==> src/rtl/uart_tx_arbiter.sv <==
// Round-robin scheduler sharing one UART transmitter among N_REQ requesters.
// A winner's payload and parity settings are captured on the grant, a single
// data_valid strobe is issued, and the UART busy flag is tracked through the
// whole frame before the next grant. Frames whose busy never rises are
// abandoned after BUSY_TMO cycles.
//
// Ports:
//   CLK, RST     clock (rising edge) and asynchronous active-low reset
//   req          per-requester request level, held until granted
//   req_data     flattened payloads, requester i at [i*DATA_WIDTH +: DATA_WIDTH]
//   req_par_en   per-requester parity enable
//   req_par_typ  per-requester parity type (1 = odd, 0 = even)
//   busy         UART TX busy flag
//   gnt          one-hot single-cycle grant pulse (payload capture)
//   P_DATA       payload to the UART
//   data_valid   single-cycle strobe to the UART
//   party_en     parity enable to the UART
//   party_typ    parity type to the UART
//   cur_id       index of the last granted requester
//   frame_done   one-cycle pulse when busy falls after a frame
//   tmo_err      one-cycle pulse when busy fails to rise in time
module uart_tx_arbiter #(
  parameter int unsigned DATA_WIDTH = 8,
  parameter int unsigned N_REQ      = 4,
  parameter int unsigned BUSY_TMO   = 16
) (
  input  logic                          CLK,
  input  logic                          RST,
  input  logic [N_REQ-1:0]              req,
  input  logic [N_REQ*DATA_WIDTH-1:0]   req_data,
  input  logic [N_REQ-1:0]              req_par_en,
  input  logic [N_REQ-1:0]              req_par_typ,
  input  logic                          busy,
  output logic [N_REQ-1:0]              gnt,
  output logic [DATA_WIDTH-1:0]         P_DATA,
  output logic                          data_valid,
  output logic                          party_en,
  output logic                          party_typ,
  output logic [$clog2(N_REQ)-1:0]      cur_id,
  output logic                          frame_done,
  output logic                          tmo_err
);

  localparam int unsigned IdW  = $clog2(N_REQ);
  localparam int unsigned CntW = $clog2(BUSY_TMO + 1);

  localparam logic [N_REQ-1:0] GntBase  = N_REQ'(1);
  localparam logic [IdW-1:0]   LastRst  = IdW'(N_REQ - 1);
  localparam logic [CntW-1:0]  TmoLast  = CntW'(BUSY_TMO - 1);
  localparam logic [CntW-1:0]  CntMax   = {CntW{1'b1}};

  typedef enum logic [1:0] {
    StIdle,
    StIssue,
    StWaitBusy,
    StWaitDone
  } state_e;

  state_e           state_q;
  logic [IdW-1:0]   last_q;
  logic [CntW-1:0]  cnt_q;

  logic             win_vld;
  logic [IdW-1:0]   win_id;
  logic [IdW-1:0]   cand;

  // Search upward from the slot after the last served requester, wrapping
  // around, so the most recently served requester is considered last.
  always_comb begin
    win_vld = 1'b0;
    win_id  = '0;
    cand    = '0;
    for (int unsigned off = 1; off <= N_REQ; off++) begin
      cand = IdW'((32'(last_q) + off) % N_REQ);
      if (!win_vld && req[cand]) begin
        win_vld = 1'b1;
        win_id  = cand;
      end
    end
  end

  always_ff @(posedge CLK or negedge RST) begin
    if (!RST) begin
      state_q    <= StIdle;
      last_q     <= LastRst;
      cnt_q      <= '0;
      gnt        <= '0;
      P_DATA     <= '0;
      data_valid <= 1'b0;
      party_en   <= 1'b0;
      party_typ  <= 1'b0;
      cur_id     <= '0;
      frame_done <= 1'b0;
      tmo_err    <= 1'b0;
    end else begin
      gnt        <= '0;
      data_valid <= 1'b0;
      frame_done <= 1'b0;
      tmo_err    <= 1'b0;
      unique case (state_q)
        StIdle: begin
          // A busy UART (e.g. still shifting a frame) blocks any new grant.
          if (!busy && win_vld) begin
            gnt       <= GntBase << win_id;
            P_DATA    <= req_data[32'(win_id)*DATA_WIDTH +: DATA_WIDTH];
            party_en  <= req_par_en[win_id];
            party_typ <= req_par_typ[win_id];
            cur_id    <= win_id;
            state_q   <= StIssue;
          end
        end
        StIssue: begin
          data_valid <= 1'b1;
          cnt_q      <= '0;
          state_q    <= StWaitBusy;
        end
        StWaitBusy: begin
          if (busy) begin
            state_q <= StWaitDone;
          end else if (cnt_q == TmoLast) begin
            // Advance the pointer anyway so a dead frame cannot starve others.
            tmo_err <= 1'b1;
            last_q  <= cur_id;
            state_q <= StIdle;
          end else if (cnt_q != CntMax) begin
            cnt_q <= cnt_q + 1'b1;
          end
        end
        StWaitDone: begin
          // Any low level on busy, including a glitch, ends the frame.
          if (!busy) begin
            frame_done <= 1'b1;
            last_q     <= cur_id;
            state_q    <= StIdle;
          end
        end
        default: state_q <= StIdle;
      endcase
    end
  end

endmodule
==> config.mk <==
export PLATFORM = sky130hd
export DESIGN_NAME = uart_tx_arbiter
export DESIGN_NICKNAME = d
export VERILOG_FILES = /design/src/rtl/uart_tx_arbiter.sv
export SDC_FILE = /design/constraint.sdc
export NUM_CORES = 1
export LEC_CHECK = 0
export CAP_MARGIN = 20
export CELL_PAD_IN_SITES_DETAIL_PLACEMENT = 1
export CELL_PAD_IN_SITES_GLOBAL_PLACEMENT = 1
export CORE_MARGIN = 2
export CORE_UTILIZATION = 29
export DETAILED_ROUTE_END_ITERATION = 10
export GPL_TIMING_DRIVEN = 0
export PLACE_DENSITY_LB_ADDON = 0.12
export SYNTH_ARGS = -nofsm -noshare
export SYNTH_HDL_FRONTEND = slang
export SYNTH_SLANG_ARGS = --single-unit
==> constraint.sdc <==
create_clock -name CLK -period 1.8 [get_ports CLK]
set_input_delay 0.18 -clock CLK [delete_from_list [all_inputs] [get_ports CLK]]
set_output_delay 0.18 -clock CLK [all_outputs]
set_load 0.02 [all_outputs]
== After elaboration in Yosys (flattened, before gate mapping) ==
Index checks and enable logic that the tools add are counted.
Operators by class
  reductions and logical operators: 15
  $add $sub $neg: 5
  magnitude comparators: 5
  eq/ne operators: 12
  shift-type cells: 2
  multiplexer cells: 41
Operators with widths (number)
  variable part select 32 x 6 -> 8 bit: 1
  2-to-1 mux 2 bit: 11
  2-to-1 mux 1 bit: 16
  less-than comparator 2 x 3 -> 1 bit (second input constant): 5
  2-to-1 mux 5 bit: 3
  binary-select mux 1 bit (select 2 bit): 6
  inequality test 2 bit (second input constant): 6
  one-hot mux 5 bit (2 select lines): 1
  2-to-1 mux 4 bit: 2
  one-hot mux 2 bit (4 select lines): 1
  AND reduction 4 bit: 2
  adder 5 x 1 -> 5 bit (second input constant): 1
  equality test 5 x 4 -> 1 bit (second input constant): 1
  inequality test 5 bit (second input constant): 1
  adder 2 x 1 -> 2 bit (second input constant): 2
  adder 2 bit (second input constant): 2
  equality test 2 bit (second input constant): 2
  logical AND 1 bit: 4
  logical NOT 1 bit: 4
  one-hot mux 2 bit (2 select lines): 1
  nonzero test 2 bit: 2
  left shift 1 x 2 -> 4 bit (first input constant): 1
  inequality test 3 bit (second input constant): 1
  AND reduction 3 bit: 1
  other kinds (3): 3
Storage, ports and cells
  logic and storage cells: 91
  input bits: 47
  register bits: 28

== Longest topological paths before layout ==
  depth in word-level cells: 16
  depth in mapped cells: 7

== Worst setup path before layout ==
No wires, ideal clock.
  path type: flip-flop to flip-flop
  start point: register cnt_q[0]
  end point: register cnt_q[3]
  setup time: 0.118 ns
  slack: 0.024 ns
  arrival time: 1.657 ns
  stages on the path, launching flop included: 8
  cell sequence: dfrtp_1 -> ha_1 -> and3_1 -> ha_1 -> nor4_4 -> nand4_1 -> xor2_1 -> nor2_1
On the way
  cells in the longest elaborated chain, start to end: 5
  elaborated cells on any way between the ends: 10
  classes of those cells: add/sub: 1; eq/ne: 4; mux: 4; reduce/logical: 1
RTL lines
  start: declaration: line 61  | logic [CntW-1:0] cnt_q;
  start signal: assignment: line 126  | cnt_q <= cnt_q + 1'b1;
  adder 5 x 1 -> 5 bit: line 126
  2-to-1 mux 5 bit: line 125  | end else if (cnt_q != CntMax) begin
  2-to-1 mux 5 bit: line 120  | end else if (cnt_q == TmoLast) begin
  2-to-1 mux 5 bit: line 118  | if (busy) begin
  one-hot mux 5 bit (2 select lines): line 100  | unique case (state_q)
Several ways; a longest one is shown, not always the timed one. The select of a mux whose other input is x is not followed.
A chain may end at the register's enable or synchronous reset.

== Worst setup path after layout ==
  start point: register last_q[1]
  end point: register P_DATA[7]
On the way
  cells in the longest elaborated chain, start to end: 15
  elaborated cells on any way between the ends: 29
  classes of those cells: add/sub: 4; shift: 1; mux: 16; reduce/logical: 8
RTL lines
  start: declaration: line 60  | logic [IdW-1:0] last_q;
  start signal: assignment: line 85  | last_q <= LastRst;
  start signal: assignment: line 123  | last_q <= cur_id;
  start signal: assignment: line 133  | last_q <= cur_id;
  parallel branches: the longest is 15 deep, another holds adder 2 x 1 -> 2 bit
  end signal: assignment: line 105  | P_DATA <= req_data[32'(win_id)*DATA_WIDTH +: DATA_WIDTH];
  end: declaration: line 35  | output logic [DATA_WIDTH-1:0] P_DATA,
Parallel ways; which one is timed is not known. The select of a mux whose other input is x is not followed.

==> run metrics <==
Max Cap Viol=0; Die Ht=~80 µm; Distinct cells, synth=33; Sink Count=28; Slew Limit Fails=0; Worst Path Required=1.96 ns; share of layout cells above drive strength 1=0.278; Residual DRC=0; via count=1515; pwr dens=1250 nW/µm²; XOR/XNOR Fraction of Synth Area=0.0104; Fmax=549 MHz; final setup fails=3; Syn Inst Count=160; Detailed Route WL=5.32 mm; crit end category=flip-flop; Mapped Avg Cell Area=10.5 µm²; Seq pwr share=0.307; buffers added on ports=65; commonest non-fill, non-tap cell in the layout=clkdlybuf4s50_1; fin util=0.494; Die W=80.2 µm; Clock Latency Late Sink=0.27 ns; Inst Count DP=298; Hold/Removal Path Class=in2async; first-pass GRT wire length=between 8 and 9 mm; largest family of logic cells by synthesized area=simple AND/OR/NAND/NOR gates; worst endpoint data arrival time=1.98 ns; Power Internal=around 0.0021 W; Cell Area, Placed=2450 µm²; Synth async-reset ratio=1.00; share of the synthesized area in the top cell type=0.386; Pleak=roughly 1.2 nW; CTS H-Tree Depth=1; Mapped Nets=210; initial DRC count=27; post-synth top area cell=dfrtp_1; top_reg_cell synth=dfrtp_1; Final nets=292; total congestion overflow=0; crit-path cells=buf_12 -> a21bo_2 -> a21oi_1 -> nor2_4 -> buf_6 -> mux2i_2 -> o211ai_2; total power=0.00343 W; post-synthesis instance area=1680 µm²; Top Ports=66; Pre-antenna DRT Iters=4; Placeable Area=5570 µm²; Top delay family on crit path=flip-flops; Synth Area in Simple Gates=0.215; Synth-to-Final Area Change=63.4%; vias per inst=4.84; remaining antenna violation count=0; Synth Area in Compound Gates=0.119; CP Launch Type=flip-flop; Worst path slowest cell=dfstp_2; CP Class=reg2reg; Logic pwr share=0.579; Post-synth EDFFs=0; VDD IR-drop max=0.000484 V; Yosys warning total=0; num rows=27; clock slew at reported path FFs=0.10 ns; Tmin final=1.82 ns; Final Hold Viols=0; routed len/inst=17.0 µm; Post-Layout Cell Count=313; Slew HR=0.623; actual slew at the worst max-slew pin=0.563 ns; number of global-route vias before repair=approximately 1700; Initial Util=0.302; register area share after synthesis=0.418; hold_buf cts=0; ranking of synthesized cells by area=dfrtp_1 39%, mux2_4 8.9%, mux2i_1 7.7%, o211ai_2 7.4%, nand3_1 5.9%; switching part of the total=0.389; Psw=0.00134 W; RSZ-0062 raised after global routing=true; post-synthesis mux area share=0.173; CTS root buf=clkbuf_8; part of the cycle the worst path needs=1.01; CTS Buffer Depth=2; CTS tree=done; ANT cells=0; failing checks=setup timing; final setup margin=-0.0218 ns; Synth Area in Adders=0.0223; RD Place Congestion=around 0.74; Die ar.=between 6000 and 7000 µm²; Max FO, Critical Path=5; post-route cell area=2750 µm²; CTS buffer count=3; Clock Power Share=0.113; initial antenna violation count=0; status=complete, but fails checks; WP buf/inv=2; most frequent cells in the layout=65 x clkdlybuf4s50_1, 26 x dfrtp_1, 22 x nand2_1; Clock Skew=0.00143 ns; GRT Resource Usage Total=0.170; hpwl dp=3.90 mm; FF+latch count, synth=28; pin count of the biggest net entering global routing=21; Worst path max stage delay=0.58 ns
[state kept, by name, indices dropped and copies added, names as in the netlist]
register	count
gnt	4
cur_id	2
tmo_err	1
cnt_q	5
last_q	2
P_DATA	8
party_en	1
state_q	2
frame_done	1
party_typ	1
data_valid	1
[synth_stat cells (3+ instances only)]
library cell   n
ha_1           3
inv_1          5
mux2_4        10
dfrtp_1       26
o211ai_2      10
o21ai_0        3
nand2_1       23
nand3_1       20
nor2_1        10
buf_2          7
mux2i_1       13
nand2b_1       5
[repair_timing]
action | 4_1_cts | 5_1_grt
setup endpoints to repair | 13 | 18
hold endpoints to repair | 0 | 0
cloned | 1 | 1
pin swaps | 5 | 6
setup buffers | 4 | 5
gates resized for setup | 11 | 21
[metrics by stage]
step	setup TNS [ns]	hold slack (ns)	setup slack [ns]
after floorplan	0	-0.116	0.0241
after global placement	-3.01	0.481	-0.221
after CTS	0	0.270	0.00108
after global routing	-0.748	0.285	-0.0946
final	-0.0302	0.263	-0.0218
after detailed placement	-3.91	0.490	-0.288
[metal layers]
metal | part of all wire | GRT usage | wire [µm] | up-vias
met5 | 0 | 0 | 0 | -
met4 | 0.018 | 0.0559 | 95 | 0
met3 | 0.049 | 0.0360 | 262 | 6
met2 | 0.52 | 0.301 | 2760 | 42
met1 | 0.41 | 0.203 | 2200 | 740
li1 | - | - | - | 727
[cell type report]
class	instances	area, µm²
Fill cell	616	2820
Sequential cell	28	703
Multi-Input combinational cell	118	1010
Inverter	5	18.8
Buffer	9	77.6
Clock buffer	4	55.1
Timing Repair Buffer	77	798
Tap cell	72	90.1
[power groups by stage]
stage | combinational [W] | clock, W | sequential, W
2_1_floorplan | 0.000825 | 0 | 0.00122
3_3_place_gp | 0.00159 | 0 | 0.00105
3_5_place_dp | 0.00165 | 0 | 0.00107
4_1_cts | 0.00179 | 0.000405 | 0.00106
5_1_grt | 0.00214 | 0.000428 | 0.00109
6_report | 0.00199 | 0.000389 | 0.00105
[logic make-up (layout without fill, tap and decap cells)]
logic type / count (synthesis) / count (layout)
buffers and inverters: 14 / 95
multiplexers: 24 / 24
AND/OR/NAND/NOR: 69 / 69
XOR/XNOR: 2 / 2
adder cells (fa/ha/maj): 3 / 3
AO/OA/AOI/OAI: 20 / 20
flip-flops: 28 / 28
[final timing paths]
| check | depth (start not counted) | end | slack [ns] | from |
|---|---|---|---|---|
| min | 1 | gnt[1] | 0.26 | RST |
| min reg2reg | 2 | P_DATA[2] | 0.51 | P_DATA[2] |
| max reg2reg | 7 | P_DATA[7] | -0.02 | last_q[1] |
| min in group CLK | 2 | P_DATA[2] | 0.51 | P_DATA[2] |
| max | 7 | P_DATA[7] | -0.02 | last_q[1] |
| max in group asynchronous | 2 | last_q[0] | 0.97 | RST |
Note: power is estimated with default switching activity, not from simulation.
